## config.mk

```make
export PLATFORM = sky130hd
export DESIGN_NAME = col_parity_engine
export DESIGN_NICKNAME = d
export VERILOG_FILES = /design/src/rtl/col_parity_pkg.sv /design/src/rtl/col_parity_slice.sv /design/src/rtl/col_parity_engine.sv
export SDC_FILE = /design/constraint.sdc
export NUM_CORES = 1
export LEC_CHECK = 0
export CAP_MARGIN = 20
export CORE_ASPECT_RATIO = 1.4
export CORE_UTILIZATION = 35
export CTS_BUF_LIST = sky130_fd_sc_hd__clkbuf_8 sky130_fd_sc_hd__clkbuf_16
export CTS_CLUSTER_SIZE = 25
export DETAILED_ROUTE_END_ITERATION = 7
export SLEW_MARGIN = 30
export SYNTH_ARGS = -nofsm -noshare
export SYNTH_HDL_FRONTEND = slang
export SYNTH_HIERARCHICAL = 1
export SYNTH_SLANG_ARGS = --single-unit
```

## constraint.sdc

```tcl
create_clock -name clk -period 4.1 [get_ports clk]
set_input_delay 0.615 -clock clk [delete_from_list [all_inputs] [get_ports clk]]
set_output_delay 0.615 -clock clk [all_outputs]
set_load 0.1 [all_outputs]
```

## src/rtl/col_parity_pkg.sv

```systemverilog
// Shared types and helpers for the column-parity / theta engine.
package col_parity_pkg;

  typedef enum logic [1:0] {
    IDLE   = 2'd0,
    STREAM = 2'd1,
    FLUSH  = 2'd2,
    DRAIN  = 2'd3
  } state_t;

  localparam logic MODE_PARITY = 1'b0;
  localparam logic MODE_THETA  = 1'b1;

  // Upper bounds for the generic parity helper; callers zero-extend into them.
  localparam int MAX_ROWS = 16;
  localparam int MAX_COLS = 16;

  // Column parity of a rows x cols slice where bit y*cols+x = A[x][y].
  function automatic logic [MAX_COLS-1:0] col_parity(
    input logic [MAX_ROWS*MAX_COLS-1:0] line,
    input int                           rows,
    input int                           cols
  );
    logic [MAX_COLS-1:0] p;
    p = '0;
    for (int y = 0; y < MAX_ROWS; y++) begin
      for (int x = 0; x < MAX_COLS; x++) begin
        if (y < rows && x < cols) begin
          p[x] = p[x] ^ line[y*cols+x];
        end
      end
    end
    return p;
  endfunction

endpackage

```

## src/rtl/col_parity_slice.sv

```systemverilog
// Combinational slice datapath: column parity of one slice plus theta mixing
// against the current and previous-slice parities.
module col_parity_slice
  import col_parity_pkg::*;
#(
  parameter int ROWS = 5,
  parameter int COLS = 5
) (
  input  logic [ROWS*COLS-1:0] line,
  input  logic [COLS-1:0]      prev_par,
  input  logic                 use_ext,
  input  logic [COLS-1:0]      ext_par,
  output logic [COLS-1:0]      par,
  output logic [ROWS*COLS-1:0] theta
);

  logic [MAX_ROWS*MAX_COLS-1:0] line_ext;
  logic [MAX_COLS-1:0]          par_ext;
  logic [COLS-1:0]              cur_par;
  logic                         unused_par_ext;

  always_comb begin
    line_ext                  = '0;
    line_ext[ROWS*COLS-1:0]   = line;
  end

  assign par_ext        = col_parity(line_ext, ROWS, COLS);
  assign par            = par_ext[COLS-1:0];
  assign unused_par_ext = ^par_ext;

  // The held slice-0 parity replaces the freshly computed one when flushing.
  assign cur_par = use_ext ? ext_par : par;

  for (genvar y = 0; y < ROWS; y++) begin : g_row
    for (genvar x = 0; x < COLS; x++) begin : g_col
      assign theta[y*COLS+x] = line[y*COLS+x]
                             ^ cur_par[(x+COLS-1)%COLS]
                             ^ prev_par[(x+1)%COLS];
    end
  end

endmodule

```

## src/rtl/col_parity_engine.sv

```systemverilog
// Streaming column-parity / theta engine: one slice per handshake, parity-only
// or theta mode with slice 0 held back and emitted last.
module col_parity_engine
  import col_parity_pkg::*;
#(
  parameter int ROWS  = 5,
  parameter int COLS  = 5,
  parameter int DEPTH = 64,
  parameter int CW    = $clog2(DEPTH) + 1
) (
  input  logic                 clk,
  input  logic                 rst,
  input  logic                 start,
  input  logic                 mode,
  input  logic [ROWS*COLS-1:0] line_in,
  input  logic                 in_valid,
  output logic                 in_ready,
  output logic [ROWS*COLS-1:0] write_value,
  output logic [CW-2:0]        write_index,
  output logic                 write_enable,
  input  logic                 write_ready,
  output logic [CW-1:0]        cnt_value,
  output logic                 donee,
  output logic [1:0]           state_dbg
);

  localparam int            W    = ROWS * COLS;
  localparam logic [CW-1:0] LAST = CW'(DEPTH - 1);

  state_t          state;
  logic            mode_q;
  logic [W-1:0]    held_line;
  logic [COLS-1:0] held_par;
  logic [COLS-1:0] prev_par;

  logic            in_flush;
  logic            slot0;
  logic            accept;
  logic            emit;
  logic            flush_load;
  logic            drain;
  logic            load;
  logic [W-1:0]    slice_line;
  logic [COLS-1:0] slice_par;
  logic [W-1:0]    slice_theta;
  logic [W-1:0]    par_line;

  assign in_flush   = (state == FLUSH);
  assign slice_line = in_flush ? held_line : line_in;

  col_parity_slice #(
    .ROWS(ROWS),
    .COLS(COLS)
  ) u_slice (
    .line    (slice_line),
    .prev_par(prev_par),
    .use_ext (in_flush),
    .ext_par (held_par),
    .par     (slice_par),
    .theta   (slice_theta)
  );

  always_comb begin
    par_line           = '0;
    par_line[COLS-1:0] = slice_par;
  end

  // Handshakes: a beat moves on a rising edge where valid && ready. The output
  // register holds write_value/write_index stable while write_enable is high
  // and write_ready is low. Theta slice 0 bypasses the output register.
  assign slot0      = (mode_q == MODE_THETA) && (cnt_value == '0);
  assign in_ready   = (state == STREAM) && (!write_enable || write_ready || slot0);
  assign accept     = in_valid && in_ready;
  assign emit       = accept && !slot0;
  assign drain      = write_enable && write_ready;
  assign flush_load = in_flush && (!write_enable || write_ready);
  assign load       = emit || flush_load;
  assign state_dbg  = state;

  always_ff @(posedge clk or negedge rst) begin
    if (!rst) begin
      state        <= IDLE;
      mode_q       <= MODE_PARITY;
      held_line    <= '0;
      held_par     <= '0;
      prev_par     <= '0;
      write_value  <= '0;
      write_index  <= '0;
      write_enable <= 1'b0;
      cnt_value    <= '0;
      donee        <= 1'b0;
    end else begin
      donee <= 1'b0;

      if (load) begin
        write_enable <= 1'b1;
        if (in_flush) begin
          write_value <= slice_theta;
          write_index <= '0;
        end else begin
          write_value <= (mode_q == MODE_THETA) ? slice_theta : par_line;
          write_index <= cnt_value[CW-2:0];
        end
      end else if (drain) begin
        write_enable <= 1'b0;
      end

      if (accept) begin
        prev_par  <= slice_par;
        cnt_value <= cnt_value + 1'b1;
        if (slot0) begin
          held_line <= line_in;
          held_par  <= slice_par;
        end
      end

      case (state)
        IDLE: begin
          if (start) begin
            mode_q    <= mode;
            cnt_value <= '0;
            state     <= STREAM;
          end
        end
        STREAM: begin
          if (accept && cnt_value == LAST) begin
            state <= (mode_q == MODE_THETA) ? FLUSH : DRAIN;
          end
        end
        FLUSH: begin
          if (flush_load) state <= DRAIN;
        end
        DRAIN: begin
          if (!write_enable || write_ready) begin
            donee <= 1'b1;
            state <= IDLE;
          end
        end
        default: state <= IDLE;
      endcase
    end
  end

endmodule

```

==> results.cfg <==
[outcome]
status = complete, no violations

[global_routing]
grt_start_max_net_pins = 79
grt_pass1_vias = 3221
grt_usage_pct = 15.8
grt-ovfl-total = 0
antenna_found_initial = 0
grt_pass1_wl_um = 16800

[routing]
routed_via_density = 4.79
first_iter_violations = 112
wire_per_inst_um = 16.6
vias = 2962
route.detailed.drc = 0
drtAntennaViolNets = 0
wl_um = 10300
drtPass1Iterations = 4

[synth]
syn_area_um2 = 4710
synth_largest_area_cell = dfrtp_1
synth-seq-cells = 78
ys_types = 50
syn_inst = 372
yosysWarnings = 6
ys.flop_type = dfrtp_1
synth_top_area_share_pct = 41.5
async_flop_share_pct = 100
synth_edf_count = 0
synth_area_leaders = dfrtp_1 (41%), xnor2_1 (11%), mux2_2 (9.8%)
avgSynthCellArea_um2 = 12.6
synth_nets = 410
synth.yosys.seq_area_share_pct = 41.5

[sta]
fin_crit_ns = 3.26
slew_violations = 0
tns_ns = 0
setup_violations = 0
timing.final.crit_share_pct = 79.5
fin_skew_ns = 0.00640
worstMarginPinSlew_ns = 0.987
rsz0062_at_grt = no
fmax_ghz = 0.307
maxSlewHeadroom_pct = 34.0
finalHoldViolations = 0

[critical_path]
worst_setup_path_start_kind = register
crit_fanout = 40
cp_slowest_cell = ha_4
worst-setup-path-type = reg2reg
cp_cell_sequence = inv_1, ha_4, mux2_2, xnor2_1, xnor3_1, o21ai_4, xnor2_1, mux2_2, mux2_1
endpoint_kind = register
arrival_ns = 3.48
required_ns = 4.31
slowest_delay_ns = 0.58

[cts]
cts.path.max_buffers = 2
clk_pin_slew_worst_paths_ns = 0.06
hold_buffers = 0
insertion_delay_ns = 0.33
numCtsBuffers = 9
cts_max_level = 3
cts_sinks = 78
cts_resized = 0
post_cts_buffers = 0
root_buffer = clkbuf_16
cts_tree = built

[finish]
fin_cells = 619
final_cell_mix = dfrtp_1 (78), clkdlybuf4s50_1 (71), xnor2_1 (60)
antennaDiodeCount = 0
final_common_cell = dfrtp_1
syn_to_final_growth_pct = 23.5
drive_above_1_share_pct = 24.7
nNetsFinal = 476

[floorplanning]
die_x_um = 100
die-area_um2 = 13900
start_util_pct = 36.2
ioPinCount = 74
rows = 49
die_h_um = 139
core-area_um2 = 13000

[placed_design]
place_hpwl_um = 7270
dp_cells = 605
gp_congestion = 0.807
io_buffers = 73

[run]
maxCapViolCount = 0

[hold_path]
hp-class = in2async
==> registers in the layout, indices dropped and copies added, names as in the netlist <==
signal and flops:
cnt_value 7, donee 1, held_line 25, held_par 5, mode_q 1, prev_par 5
state_dbg 2, write_enable 1, write_index 6, write_value 25
==> worst max-delay path: cells and delay by family (launching register included) <==
family	cells	cell delay, ns
buf+inv	1	0.18
fa+ha+maj	1	0.58
mux	3	0.98
flops	1	0.43
xor+xnor	3	0.72
compound gates	1	0.24
==> through the flow <==
stage | hold WS [ns] | setup WS [ns] | area [um^2] | utilization (%)
after global routing | 0.356 | 0.672 | 5810 | 44.7
after CTS | 0.351 | 0.821 | 5810 | 44.7
final | 0.318 | 0.839 | 5810 | 44.7
after floorplan | 0.319 | 0.186 | 4710 | -
after detailed placement | 0.475 | 0.840 | 5550 | 42.7
after global placement | 0.469 | 0.595 | 5530 | 42.5
==> cell usage after synthesis (4+ instances only) <==
| cell | instances |
|---|---|
| clkbuf_1 | 6 |
| dfrtp_1 | 78 |
| ha_1 | 7 |
| a22o_1 | 5 |
| a21oi_1 | 9 |
| mux2_1 | 21 |
| mux2_2 | 41 |
| o21ai_4 | 5 |
| nand3_1 | 6 |
| nand2_1 | 8 |
| xnor2_1 | 60 |
| buf_1 | 6 |
| xnor3_1 | 5 |
| nor2b_1 | 22 |
| inv_1 | 12 |
| o21ai_0 | 4 |
| mux2_4 | 30 |
| nor2_1 | 4 |
==> layout make-up <==
class                   count  area [um^2]
well taps                 178          223
clock buffers              10          239
repair buffers             76          752
inverters                  12         45.0
flip-flops and latches     78         1950
fillers                  1213         7190
multi-input cells         261         2570
clock inverters             4         25.0
==> cells by family (layout without fill, tap and decap cells) <==
family	Yosys count	count (layout)	synth area share (%)
AOI/OAI and AO/OA	35	35	6.01
muxes	92	92	24.4
DFF	78	78	41.5
xor gates and xnor gates	66	66	13.7
buffers and inverters	33	102	4.23
adders and majority gates	7	7	1.86
and+or+nand+nor	61	61	8.27
==> final timing paths <==
path | slack (ns) | depth (start not counted) | to | from
min in group clk | 0.48 | 1 | write_value[19] | write_value[19]
min reg2reg | 0.48 | 1 | write_value[19] | write_value[19]
min | 0.32 | 1 | write_value[6] | rst
max in group asynchronous | 3.27 | 1 | held_line[16] | rst
max | 0.84 | 9 | write_value[3] | state_dbg[0]
max reg2reg | 0.84 | 9 | write_value[3] | state_dbg[0]
==> routing by layer <==
metal  track usage, %  up-vias  part of all wire, %
li1                 -     1411                    -
met4             6.56        0                  2.1
met1             18.0     1475                   41
met2             27.9       64                   53
met3             3.63       12                  3.8
met5                0        -                    0
Power is left out: the tool's default activity adds up to more than one toggle a clock period on the data nets, which glitch-free logic cannot reach.
